## src/rtl/alu_multiword_sequencer.sv

```systemverilog
// alu_multiword_sequencer
// Runs one Width-bit ALU slice over NUM_WORDS cycles to perform a
// (Width*NUM_WORDS)-bit add/sub/logic operation, LSW first, with the adder
// carry chained between words through alu_CIN_Z_W_X_Y_CIN.
//
// Ports:
//   clk, rst                 clock, synchronous active-high reset
//   req_valid/req_ready      request handshake; req_op, req_a, req_b payload
//   resp_valid/resp_ready    response handshake; resp_result, resp_carry
//   resp_overflow            signed overflow (only with ALU_SEQ_OVERFLOW_EN)
//   alu_*  (out)             operand words and controls for the ALU slice
//   alu_S, alu_COUT_Z_W_X_Y_CIN (in)  combinational ALU result / carry-out
//
// Optional feature macro: ALU_SEQ_OVERFLOW_EN (adds resp_overflow).
module alu_multiword_sequencer #(
  parameter int unsigned Width     = 8,
  parameter int unsigned NUM_WORDS = 4
) (
  input  logic                         clk,
  input  logic                         rst,
  input  logic                         req_valid,
  output logic                         req_ready,
  input  logic [2:0]                   req_op,
  input  logic [Width*NUM_WORDS-1:0]   req_a,
  input  logic [Width*NUM_WORDS-1:0]   req_b,
  output logic                         resp_valid,
  input  logic                         resp_ready,
  output logic [Width*NUM_WORDS-1:0]   resp_result,
  output logic                         resp_carry,
`ifdef ALU_SEQ_OVERFLOW_EN
  output logic                         resp_overflow,
`endif
  output logic [Width-1:0]             alu_W,
  output logic [Width-1:0]             alu_X,
  output logic [Width-1:0]             alu_Y,
  output logic [Width-1:0]             alu_Z,
  output logic [1:0]                   alu_op,
  output logic                         alu_Z_controller,
  output logic                         alu_S_controller,
  output logic                         alu_W_X_Y_controller,
  output logic [1:0]                   alu_CIN_W_X_Y_CIN,
  output logic                         alu_CIN_Z_W_X_Y_CIN,
  input  logic [Width-1:0]             alu_S,
  input  logic                         alu_COUT_Z_W_X_Y_CIN
);

  localparam int unsigned TotalW = Width * NUM_WORDS;
  localparam int unsigned KW     = (NUM_WORDS > 1) ? $clog2(NUM_WORDS) : 1;
  localparam logic [KW-1:0] LastK = KW'(NUM_WORDS - 1);

  localparam logic [1:0] S_IDLE = 2'd0;
  localparam logic [1:0] S_RUN  = 2'd1;
  localparam logic [1:0] S_DONE = 2'd2;

  localparam logic [2:0] OP_ADD = 3'b000;
  localparam logic [2:0] OP_SUB = 3'b001;

  logic [1:0]        state_q, state_d;
  logic [KW-1:0]     k_q, k_d;
  logic              carry_q, carry_d;
  logic [TotalW-1:0] res_q, res_d;
  logic [TotalW-1:0] a_q, a_d;
  logic [TotalW-1:0] b_q, b_d;
  logic [2:0]        op_q, op_d;
  logic              req_ready_q, req_ready_d;
  logic              resp_valid_q, resp_valid_d;
  logic [Width-1:0]  alu_x_q, alu_x_d;
  logic [Width-1:0]  alu_z_q, alu_z_d;
  logic [1:0]        alu_op_q, alu_op_d;
  logic              alu_zc_q, alu_zc_d;
  logic              alu_sc_q, alu_sc_d;
  logic              alu_cin_q, alu_cin_d;
`ifdef ALU_SEQ_OVERFLOW_EN
  logic              ovf_q, ovf_d;
`endif

  // Op decode: in IDLE decode the incoming request so word 0 controls are
  // registered on the accept edge; afterwards decode the latched op.
  logic [2:0] dec_op;
  logic [1:0] dec_alu_op;
  logic       dec_zc;
  logic       dec_sc;
  logic       dec_arith;

  always_comb begin
    dec_op     = (state_q == S_IDLE) ? req_op : op_q;
    dec_alu_op = 2'b00;
    unique case (dec_op)
      3'b000, 3'b001: dec_alu_op = 2'b00;
      3'b100, 3'b111: dec_alu_op = 2'b01;
      3'b010, 3'b101: dec_alu_op = 2'b10;
      3'b011, 3'b110: dec_alu_op = 2'b11;
      default:        dec_alu_op = 2'b00;
    endcase
    dec_zc    = (dec_op == OP_SUB);
    dec_sc    = (dec_op >= 3'b101);
    dec_arith = (dec_op[2:1] == 2'b00);
  end

  // Next-state and datapath
  always_comb begin
    state_d   = state_q;
    k_d       = k_q;
    carry_d   = carry_q;
    res_d     = res_q;
    a_d       = a_q;
    b_d       = b_q;
    op_d      = op_q;
    alu_x_d   = '0;
    alu_z_d   = '0;
    alu_op_d  = 2'b00;
    alu_zc_d  = 1'b0;
    alu_sc_d  = 1'b0;
    alu_cin_d = 1'b0;
`ifdef ALU_SEQ_OVERFLOW_EN
    ovf_d     = ovf_q;
`endif

    unique case (state_q)
      S_IDLE: begin
        if (req_valid) begin
          op_d      = req_op;
          a_d       = req_a;
          b_d       = req_b;
          k_d       = '0;
          carry_d   = (req_op == OP_SUB);
          state_d   = S_RUN;
          alu_x_d   = req_a[Width-1:0];
          alu_z_d   = req_b[Width-1:0];
          alu_op_d  = dec_alu_op;
          alu_zc_d  = dec_zc;
          alu_sc_d  = dec_sc;
          alu_cin_d = carry_d;
`ifdef ALU_SEQ_OVERFLOW_EN
          ovf_d     = 1'b0;
`endif
        end
      end

      S_RUN: begin
        res_d[k_q*Width +: Width] = alu_S;
        if (dec_arith) carry_d = alu_COUT_Z_W_X_Y_CIN;
        k_d = k_q + KW'(1);
        if (k_q == LastK) begin
          state_d = S_DONE;
`ifdef ALU_SEQ_OVERFLOW_EN
          // Sign of operands vs. sign of final result word's top bit
          if (op_q == OP_ADD)
            ovf_d = (a_q[TotalW-1] == b_q[TotalW-1]) && (alu_S[Width-1] != a_q[TotalW-1]);
          else if (op_q == OP_SUB)
            ovf_d = (a_q[TotalW-1] != b_q[TotalW-1]) && (alu_S[Width-1] != a_q[TotalW-1]);
          else
            ovf_d = 1'b0;
`endif
        end else begin
          alu_x_d   = a_q[k_d*Width +: Width];
          alu_z_d   = b_q[k_d*Width +: Width];
          alu_op_d  = dec_alu_op;
          alu_zc_d  = dec_zc;
          alu_sc_d  = dec_sc;
          alu_cin_d = carry_d;
        end
      end

      S_DONE: begin
        if (resp_ready) state_d = S_IDLE;
      end

      default: state_d = S_IDLE;
    endcase

    req_ready_d  = (state_d == S_IDLE);
    resp_valid_d = (state_d == S_DONE);
  end

  // State registers
  always_ff @(posedge clk) begin
    if (rst) begin
      state_q      <= S_IDLE;
      k_q          <= '0;
      carry_q      <= 1'b0;
      res_q        <= '0;
      a_q          <= '0;
      b_q          <= '0;
      op_q         <= 3'b000;
      req_ready_q  <= 1'b1;
      resp_valid_q <= 1'b0;
      alu_x_q      <= '0;
      alu_z_q      <= '0;
      alu_op_q     <= 2'b00;
      alu_zc_q     <= 1'b0;
      alu_sc_q     <= 1'b0;
      alu_cin_q    <= 1'b0;
`ifdef ALU_SEQ_OVERFLOW_EN
      ovf_q        <= 1'b0;
`endif
    end else begin
      state_q      <= state_d;
      k_q          <= k_d;
      carry_q      <= carry_d;
      res_q        <= res_d;
      a_q          <= a_d;
      b_q          <= b_d;
      op_q         <= op_d;
      req_ready_q  <= req_ready_d;
      resp_valid_q <= resp_valid_d;
      alu_x_q      <= alu_x_d;
      alu_z_q      <= alu_z_d;
      alu_op_q     <= alu_op_d;
      alu_zc_q     <= alu_zc_d;
      alu_sc_q     <= alu_sc_d;
      alu_cin_q    <= alu_cin_d;
`ifdef ALU_SEQ_OVERFLOW_EN
      ovf_q        <= ovf_d;
`endif
    end
  end

  assign req_ready            = req_ready_q;
  assign resp_valid           = resp_valid_q;
  assign resp_result          = res_q;
  assign resp_carry           = carry_q;
`ifdef ALU_SEQ_OVERFLOW_EN
  assign resp_overflow        = ovf_q;
`endif
  assign alu_W                = '0;
  assign alu_Y                = '0;
  assign alu_X                = alu_x_q;
  assign alu_Z                = alu_z_q;
  assign alu_op               = alu_op_q;
  assign alu_Z_controller     = alu_zc_q;
  assign alu_S_controller     = alu_sc_q;
  assign alu_W_X_Y_controller = 1'b0;
  assign alu_CIN_W_X_Y_CIN    = 2'b00;
  // alu_cin_q mirrors the carry register while RUN, and is 0 elsewhere
  assign alu_CIN_Z_W_X_Y_CIN  = alu_cin_q;

endmodule

```

## config.mk

```make
export PLATFORM = sky130hd
export DESIGN_NAME = alu_multiword_sequencer
export DESIGN_NICKNAME = d
export VERILOG_FILES = /design/src/rtl/alu_multiword_sequencer.sv
export SDC_FILE = /design/constraint.sdc
export NUM_CORES = 1
export LEC_CHECK = 0
export CAP_MARGIN = 0
export CELL_PAD_IN_SITES_DETAIL_PLACEMENT = 2
export CELL_PAD_IN_SITES_GLOBAL_PLACEMENT = 2
export CORE_UTILIZATION = 30
export CTS_CLUSTER_SIZE = 20
export DETAILED_ROUTE_END_ITERATION = 6
export MAX_ROUTING_LAYER = met4
export PLACE_DENSITY = 0.84
export SLEW_MARGIN = 20
export SYNTH_ARGS = -nofsm -noshare
export SYNTH_HDL_FRONTEND = slang
export SYNTH_SLANG_ARGS = --single-unit
```

## constraint.sdc

```tcl
create_clock -name clk -period 5.4 [get_ports clk]
set_input_delay 1.35 -clock clk [delete_from_list [all_inputs] [get_ports clk]]
set_output_delay 1.35 -clock clk [all_outputs]
set_load 0.1 [all_outputs]
```

### After elaboration in Yosys (flattened, before gate mapping)

Memory sizes are Yosys's and may differ from the RTL's.
Index checks and enable logic that the tools add are counted.

| word-level totals | value |
|---|---|
| flip-flop bits (word level) | 127 |
| memory bits (read-only) | 16 |
| input bits | 80 |
| output and inout bits | 75 |
| logic and storage cells | 65 |
| memories | 1 |

| operators by class | value |
|---|---|
| add/subtract/negate cells | 2 |
| $lt $le $gt $ge | 1 |
| equality and inequality tests | 7 |
| shift operators | 4 |
| muxes and demuxes | 29 |
| reductions and logical operators | 6 |

Memories:

| name | depth | bits a word | read ports | clocked after memory_dff | write ports | RTL line | RTL |
|---|---|---|---|---|---|---|---|
| (no name shown) | 8 | 2 | 1 | 0 | 0 | 88 | `unique case (dec_op)` |

Operators by type and width:

| operator | number |
|---|---|
| 32-bit by 6-bit indexed part select with 8-bit output | 2 |
| 5-bit negator with 34-bit output | 1 |
| 8-bit by 34-bit variable shift with 32-bit output, first input constant | 1 |
| 8-bit by 34-bit indexed part select with 32-bit output | 1 |
| 32-bit bitwise mux | 1 |
| 8-bit 2-to-1 mux | 4 |
| 8-bit case mux with 2 select lines | 2 |
| 2-bit 2-to-1 mux | 6 |
| 1-bit 2-to-1 mux | 8 |
| 1-bit case mux with 2 select lines | 4 |
| 2-bit case mux with 2 select lines | 2 |
| 2-bit equality test, second input constant | 3 |
| 3-bit by 1-bit equality test with 1-bit output, second input constant | 2 |
| 2-bit zero test | 3 |
| 2-bit case mux with 3 select lines | 1 |
| 2-bit AND reduction | 2 |
| 3-bit greater-or-equal comparator, second input constant | 1 |
| 3-bit 2-to-1 mux | 1 |
| 2-bit by 1-bit adder with 2-bit output, second input constant | 1 |
| 2-bit by 1-bit equality test with 1-bit output, second input constant | 1 |
| 2-bit inequality test, second input constant | 1 |
| 2-bit nonzero test | 1 |

### Depth between registers and ports, before layout

Gate-level depths: netlist of run 1.

| logic depth | value |
|---|---|
| word-level depth | 6 |
| mapped depth | 7 |

### Worst setup path after synthesis of run 1

No wires, ideal clock.

| timing | value |
|---|---|
| kind | input -> register |
| from | input port rst |
| to | register alu_x_q[0], in the netlist alu_X[0] |
| arrival | 2,243 ps |
| data required time | 5,341 ps |
| slack | 3,099 ps |
| cell stages on the path | 6 |
| path buffers | 2 |
| cells stage by stage | clkbuf_1 -> nor2_1 -> nand2_1 -> nor2_2 -> buf_4 -> a22o_1 |

RTL lines:

| item | RTL line | RTL |
|---|---|---|
| start, declared | 20 | `input logic rst,` |
| end signal, assigned | 207 | `alu_x_q <= alu_x_d;` |
| end, declared | 67 | `logic [Width-1:0] alu_x_q, alu_x_d;` |

### Worst setup path after layout of run 1

| timing | value |
|---|---|
| from | register carry_q, in the netlist resp_carry |
| to | output port resp_carry |

RTL lines:

| item | RTL line | RTL |
|---|---|---|
| start, declared | 60 | `logic carry_q, carry_d;` |
| start signal, assigned | 200 | `carry_q <= carry_d;` |
| end, declared | 29 | `output logic resp_carry,` |

No word-level cell between the ends.

==> flow_summary.toml, run 1 <==
[global_route]
grt_pass1_wl_um = 27300
grt_pass1_vias = 4946
overflow = 0
grt_usage = 0.210
antenna_found_initial = 0
grt_max_degree = 107

[timing]
timing.final.crit_share = 0.613
fin_tns_setup_ns = 0
period_needed_ns = 3.31
finalSetupViolations = 0
hold_violations = 0
fin_skew_ns = 0.00580
slew_headroom = 0.315
worst_slew_pin_slew_ns = 1.02
rsz0062_at_grt = "false"
final_max_slew_viol_count = 0
max_freq_mhz = 302
whs_ns = 0.454

[finish]
layoutNonFillerInstCount = 894
diodes = 0
fill_cells = 1793
fin_nets = 748
stdcell_area_mm2 = 0.00706
drive_above_1_share = 0.0920
area_delta_synth_final_pct = 38.1

[synthesis]
synth-edff-count = 0
async_flop_share = 0
synth_cell_types = 36
synth.avg_cell_area_um2 = 9.52
yosys_most_used_dff = "dfxtp_1"
syn_area_mm2 = 0.00511
ys_ff_latch = 127
synth-seq-area-share = 0.497
yosysWarnings = 0
postSynthCellCount = 537

[clock_network]
postCtsHoldBufs = 0
clockBufferDepth = 2
insertion_delay_ns = 0.42
root_buffer = "clkbuf_16"
clock_sinks = 127
postCtsSetupRepairBufs = 0
cts_tree = "built"
cts.clk_slew.worst_paths_ns = 0.05
htree_levels = 4
cts_resized = 0
cts_made_buffers = 17

[floorplan]
die_h_um = 133
core.rowCount = 47
io_pins = 155
die-width_um = 133
dieArea_mm2 = 0.0176
coreArea_mm2 = 0.0166
start_util = 0.307

[critical_path]
cp_max_fo = 3
crit_arrival_ns = 1.96
cpPeakStageDelay_ns = 1.16
required_ns = 4.05
cpLargestDelayFamily = "buffers and inverters"
cp-end-kind = "primary output"
path_cells = "clkdlybuf4s50_1"
cp-start-kind = "register"
critPathSlowestCell = "clkdlybuf4s50_1"
critPathKind = "reg -> out"
crit_buf_inv = 1

[drt]
postRouteAntennaNets = 0
vias_per_cell = 4.91
drt_wl_total_um = 17200
drcViolationCount = 0
vias = 4389
dr.pass1.iters = 4
wl_per_cell_um = 19.3
drt_iter0_drc = 233

[min_path]
hold_path_class = "reg -> reg"

[power]
max-vdd-ir-drop_mv = 0.213
p_leak_nw = 2.67
power.density_mw_per_mm2 = 361

[status]
status = "finished clean"

[flow_run]
max-cap-violations = 0

[placed_design]
port_buffers = 135
postPlaceCellArea_mm2 = 0.00650
dp_cells = 862
gp_congestion = 0.791
dp_hpwl_um = 11800
==> state kept, by name (all words and copies together) (netlist names) <==
name	count
state_q	2
alu_X	8
alu_Z	8
alu_op	2
a_q	32
resp_valid	1
resp_carry	1
alu_CIN_Z_W_X_Y_CIN	1
resp_result	32
req_ready	1
alu_S_controller	1
k_q	2
b_q	32
alu_Z_controller	1
op_q	3
==> cell families after synthesis <==
logic type               after synthesis  share of synthesized area
buffers and inverters                 57                     0.0705
flip-flops                           127                      0.497
multiplexers                          22                     0.0824
other                                  1                   0.000733
AND/OR/NAND/NOR                      201                      0.183
AO/OA/AOI/OAI                        122                      0.149
adder cells (fa/ha/maj)                7                     0.0171
==> metrics by stage <==
step	setup WS (ns)	total power (W)	util
after floorplan	3.10	0.00134	-
after global placement	2.13	0.00145	0.390
after detailed placement	1.95	0.00147	0.390
after CTS	2.08	0.00257	0.424
after global routing	2.04	0.00264	0.424
final	2.09	0.00255	0.424
==> worst paths after layout <==
| kind | depth (start not counted) | startpoint | slack, ns | endpoint |
|---|---|---|---|---|
| worst max register to register | 5 | k_q[1]$_SDFFE_PP0P_ | 2.81 | alu_X[3]$_SDFF_PP0_ |
| worst min-delay path | 2 | a_q[26]$_SDFFE_PP0P_ | 0.45 | a_q[26]$_SDFFE_PP0P_ |
| worst max-delay path | 1 | resp_carry$_SDFFE_PP0P_ | 2.09 | resp_carry |
| worst min register to register | 2 | a_q[26]$_SDFFE_PP0P_ | 0.45 | a_q[26]$_SDFFE_PP0P_ |
==> metal layers <==
metal,wire (µm),vias to the layer above,GRT usage
met5,0,-,-
met4,230,0,0.0664
met3,666,13,0.0479
met2,9250,99,0.368
met1,7090,2220,0.235
li1,-,2057,-
==> Yosys cell counts, drive strengths merged, types with 2 or more instances <==
cell / n / share of area
and3: 2 / 0.0024
inv: 4 / 0.0029
mux2i: 5 / 0.0098
nor4b: 3 / 0.014
a22o: 16 / 0.027
mux4: 16 / 0.070
ha: 7 / 0.017
buf: 37 / 0.056
nor2: 43 / 0.034
a22oi: 32 / 0.047
nand2: 140 / 0.10
nor3b: 2 / 0.0029
a21oi: 69 / 0.068
nor3: 3 / 0.0051
clkbuf: 16 / 0.012
dfxtp: 127 / 0.50
nand3b: 3 / 0.012
==> area by class of cell <==
cell class,count,area (µm²),area share
clock inverters,7,85.1,0.0120
flip-flops and latches,127,2540,0.360
multi-input cells,371,2280,0.323
clock buffers,25,475,0.0673
repair buffers,140,1390,0.197
well taps,220,275,0.0390
inverters,4,15.0,0.00213
==> placed cells by master (no fill, tap or decap), types with 2 or more instances in the layout <==
cell / count
a21oi_1: 69
a22o_1: 16
a22oi_1: 32
and3_1: 2
buf_4: 5
bufinv_16: 2
clkbuf_1: 6
clkbuf_16: 17
clkbuf_8: 2
clkdlybuf4s50_1: 134
clkinv_2: 5
conb_1: 19
dfxtp_1: 127
ha_1: 7
inv_1: 4
mux2i_1: 5
mux4_2: 16
nand2_1: 139
nand3b_4: 3
nor2_1: 40
nor2_2: 2
nor3_1: 2
nor3b_1: 2
nor4b_4: 3
==> report_power, final <==
| part | total, W | switching (W) | internal, W | leakage [nW] |
|---|---|---|---|---|
| registers | 0.00101 | 0.0000275 | 0.000983 | 1.04 |
| logic | 0.000439 | 0.000297 | 0.000142 | 1.35 |
| clock network | 0.00110 | 0.000400 | 0.000699 | 0.279 |
| total | 0.00255 | 0.000725 | 0.00182 | 2.67 |
Note: power is estimated with default switching activity, not from simulation.
==> inputs of run 2 (changes only) <==
- CORE_UTILIZATION: 30 -> 28
- PLACE_DENSITY: 0.84 -> 0.79
- clock period: 5.4 -> 3.3 ns (I/O delays scaled with it)
==> flow_summary.toml, run 2 (synthesized netlist as in run 1, its figures left out) <==
[critical_path]
cpLargestDelayFamily = "simple AND/OR/NAND/NOR gates"
crit_arrival_ns = 2.76
timing.critical_path.from = "k_q[1]$_SDFFE_PP0P_"
cpPeakStageDelay_ns = 0.75
cp-end-kind = "register"
critPathSlowestCell = "ha_1"
path_cells = "inv_1 > ha_1 > nand3b_4 > nor4b_4 > a22oi_1 > nor2_1"
critPathKind = "reg -> reg"
crit_buf_inv = 1
reg2reg_from = "k_q[1]$_SDFFE_PP0P_"
cp_max_fo = 10
cp-start-kind = "register"
required_ns = 3.65

[clock_network]
clock_sinks = 127
insertion_delay_ns = 0.43
cts_made_buffers = 17
cts_tree = "built"
postCtsSetupRepairBufs = 0
root_buffer = "clkbuf_16"
cts_resized = 0
cts.clk_slew.worst_paths_ns = 0.06
clockBufferDepth = 2
postCtsHoldBufs = 0
htree_levels = 4

[finish]
drive_above_1_share = 0.186
fin_nets = 751
fill_cells = 1950
final_cell_mix = "nand2_1, dfxtp_1, clkdlybuf4s50_1"
layout_commonest_cell = "nand2_1"
area_delta_synth_final_pct = 38.8

[timing]
finalSetupViolations = 0
rsz0062_at_grt = "false"
final_max_slew_viol_count = 0
period_needed_ns = 2.41
fin_tns_setup_ns = 0
max_freq_mhz = 415
hold_violations = 0
timing.final.crit_share = 0.730
fin_skew_ns = 0.00707
worst_slew_pin_slew_ns = 0.923
slew_headroom = 0.384

[drt]
top_layer = "met4"
vias_per_cell = 4.81
wirelength_met1_um = 7140
drt_iter0_drc = 176
wl_met2_um = 8490
wl_per_cell_um = 18.2
drt_wl_total_um = 16500
drcViolationCount = 0
dr.pass1.iters = 4
met3_length_um = 548
postRouteAntennaNets = 0
vias = 4355

[global_route]
grt_usage = 0.190
antenna_found_initial = 1
grt_pass1_vias = 4772
grt_max_degree = 70
grt_pass1_wl_um = 25900
overflow = 0

[status]
status = "finished clean"

[placed_design]
gp_congestion = 0.762
dp_hpwl_um = 11000
port_buffers = 135

[min_path]
min_from = "b_q[25]$_SDFFE_PP0P_"
hold_path_class = "reg -> reg"

[power]
p_leak_nw = 2.84
power.density_mw_per_mm2 = 645
total_power_w = 0.00458
max-vdd-ir-drop_mv = 0.384

[floorplan]
die-width_um = 137
coreArea_mm2 = 0.0179
dieArea_mm2 = 0.0188
start_util = 0.286
io_pins = 155
core.rowCount = 49
die_h_um = 137

[flow_run]
max-cap-violations = 0
run 2: cell types whose count changed in the layout (fill, tap and decap cells not counted), sizes merged:
cell	before	now
clkbuf	25	17
clkinvlp	0	2
diode	0	1
bufinv	2	7
buf	6	65
clkdlybuf4s50	134	78
run 2: power breakdown:
| group | total [W] | switching [W] | internal (W) |
|---|---|---|---|
| combinational | 0.000714 | 0.000484 | 0.000229 |
| sequential | 0.00165 | 0.0000425 | 0.00161 |
| clock | 0.00222 | 0.000727 | 0.00149 |
| total | 0.00458 | 0.00125 | 0.00333 |
run 2: final timing paths:
| kind | to | slack (ns) | cells after the start |
|---|---|---|---|
| worst min register to register | b_q[25]$_SDFFE_PP0P_ | 0.45 | 2 |
| worst max-delay path | resp_result[8]$_SDFFE_PP0P_ | 0.89 | 6 |
| worst min-delay path | b_q[25]$_SDFFE_PP0P_ | 0.45 | 2 |
| worst max register to register | resp_result[8]$_SDFFE_PP0P_ | 0.89 | 6 |
run 2: through the flow:
step / setup slack, ns / utilization / cells / area [µm²] / hold slack [ns]
6_report: 0.891 / 0.396 / 906 / 7100 / 0.455
5_1_grt: 0.683 / 0.396 / 906 / 7100 / 0.479
4_1_cts: 0.845 / 0.396 / 905 / 7100 / 0.457
3_5_place_dp: 0.744 / 0.358 / 874 / 6400 / 0.449
3_3_place_gp: 0.804 / 0.358 / 874 / 6400 / 0.438
2_1_floorplan: 1.43 / - / 555 / 5180 / 0.433
run 2: worst reg2reg max path: stages, from the launching register on:
cell	delay, ns
dfxtp_1	0.42
inv_1	0.12
ha_1	0.75
nand3b_4	0.18
nor4b_4	0.57
a22oi_1	0.18
nor2_1	0.13
run 2: metal layers:
| metal | up-vias | global-route usage |
|---|---|---|
| met5 | - | - |
| met4 | 0 | 0.0702 |
| met3 | 23 | 0.0370 |
| met2 | 96 | 0.321 |
| met1 | 2166 | 0.222 |
| li1 | 2070 | - |
run 2: area by class of cell:
cell class                      count  area, µm²  share of cell area
Clock buffer                       17        425              0.0599
Tap cell                          229        287              0.0404
Inverter                            4       15.0             0.00212
Antenna cell                        1       2.50            0.000353
Clock inverter                     14        265              0.0374
Sequential cell                   127       2540               0.358
Timing Repair Buffer              143       1280               0.181
Multi-Input combinational cell    371       2280               0.321
==> inputs of run 3 (changes only) <==
- clock period: 3.3 -> 2.3 ns (I/O delays scaled with it)
==> flow_summary.toml, run 3 (synthesized netlist as in run 1, its figures left out) <==
[floorplan]
die-width_um = 137
io_pins = 155
coreArea_mm2 = 0.0179
die_h_um = 137
core.rowCount = 49
dieArea_mm2 = 0.0188
start_util = 0.286

[finish]
drive_above_1_share = 0.195
layout_commonest_cell = "nand2_1"
seq_area_mm2 = 0.00254
diodes = 0
area_delta_synth_final_pct = 38.3
fill_cells = 1948
multiInputGateArea_mm2 = 0.00228
final_cell_mix = "nand2_1, dfxtp_1, clkdlybuf4s50_1"
fin_nets = 757

[timing]
fin_skew_ns = 0.00743
worst_slew_pin_slew_ns = 0.861
final_max_slew_viol_count = 0
slew_headroom = 0.425
rsz0062_at_grt = "false"
fin_tns_setup_ns = 0
period_needed_ns = 2.03
finalSetupViolations = 0
hold_violations = 0
max_freq_mhz = 493
timing.final.crit_share = 0.882

[clock_network]
root_buffer = "clkbuf_16"
htree_levels = 4
insertion_delay_ns = 0.42
cts.clk_slew.worst_paths_ns = 0.06
clockBufferDepth = 2
postCtsSetupRepairBufs = 0
clock_sinks = 127
cts_tree = "built"
postCtsHoldBufs = 0
cts_resized = 0
cts_made_buffers = 17

[placed_design]
gp_congestion = 0.770
dp_hpwl_um = 11400
port_buffers = 135

[flow_run]
max-cap-violations = 0

[drt]
wl_per_cell_um = 18.8
drcViolationCount = 0
dr.pass1.iters = 4
vias_per_cell = 4.85
drt_iter0_drc = 170
vias = 4419
drt_wl_total_um = 17200
postRouteAntennaNets = 0

[critical_path]
cp-end-kind = "register"
cpPeakStageDelay_ns = 0.42
critPathKind = "reg -> reg"
critPathSlowestCell = "dfxtp_1"
cp_max_fo = 19
required_ns = 2.65
crit_arrival_ns = 2.37
path_cells = "inv_1 > ha_1 > buf_12 > nand3b_4 > nor4b_4 > buf_4 > a22oi_1 > nor2_1"
cp-start-kind = "register"

[global_route]
grt_usage = 0.195
overflow = 0
grt_max_degree = 74
antenna_found_initial = 0
grt_pass1_vias = 4892
grt_pass1_wl_um = 26700

[power]
total_power_w = 0.00620
p_leak_nw = 2.84
max-vdd-ir-drop_mv = 0.554
power.density_mw_per_mm2 = 877

[min_path]
hold_path_class = "reg -> reg"

[status]
status = "finished clean"
## run 3: final cells by class
type	count	share of cell area
sequential	127	0.360
tap	229	0.0405
inverter	4	0.00212
clock inverter	15	0.0260
multi-input combinational	371	0.322
timing repair buffer	149	0.189
clock buffer	17	0.0602
## run 3: worst max-delay path, delay by kind of cell, from the launching register on
kind	cells	cell delay, ns
AO/OA/AOI/OAI	1	0.09
adder cells (fa/ha/maj)	1	0.34
buffers and inverters	3	0.55
flip-flops	1	0.42
AND/OR/NAND/NOR	3	0.56
## run 3: per-stage QoR
step,setup slack [ns],hold WS (ns),instance area [µm²],cells,utilization
final,0.273,0.460,7070,912,0.395
after floorplan,0.430,0.433,5180,555,-
after global placement,0.206,0.439,6450,879,0.361
after global routing,0.157,0.474,7070,912,0.395
after CTS,0.120,0.463,7060,911,0.395
after detailed placement,0.137,0.450,6450,879,0.361
## run 3: worst paths after layout
kind	from	to	slack, ns	cells after the start
worst max-delay path	k_q[1]$_SDFFE_PP0P_	resp_result[16]$_SDFFE_PP0P_	0.27	8
worst min-delay path	op_q[0]$_SDFFE_PP0P_	op_q[0]$_SDFFE_PP0P_	0.46	2
worst max register to register	k_q[1]$_SDFFE_PP0P_	resp_result[16]$_SDFFE_PP0P_	0.27	8
worst min register to register	op_q[0]$_SDFFE_PP0P_	op_q[0]$_SDFFE_PP0P_	0.46	2
## run 3: metal layers
metal / GRT usage / up-vias / share of wire
met1: 0.230 / 2212 / 0.44
met5: - / - / 0
met3: 0.0356 / 19 / 0.031
li1: - / 2084 / -
met4: 0.0733 / 0 / 0.014
met2: 0.331 / 104 / 0.52
## run 3: where the power goes
part	leakage [nW]	switching (W)	internal, W
logic	1.51	0.000707	0.000340
clock network	0.290	0.00108	0.00171
registers	1.04	0.0000565	0.00230
total	2.84	0.00184	0.00436
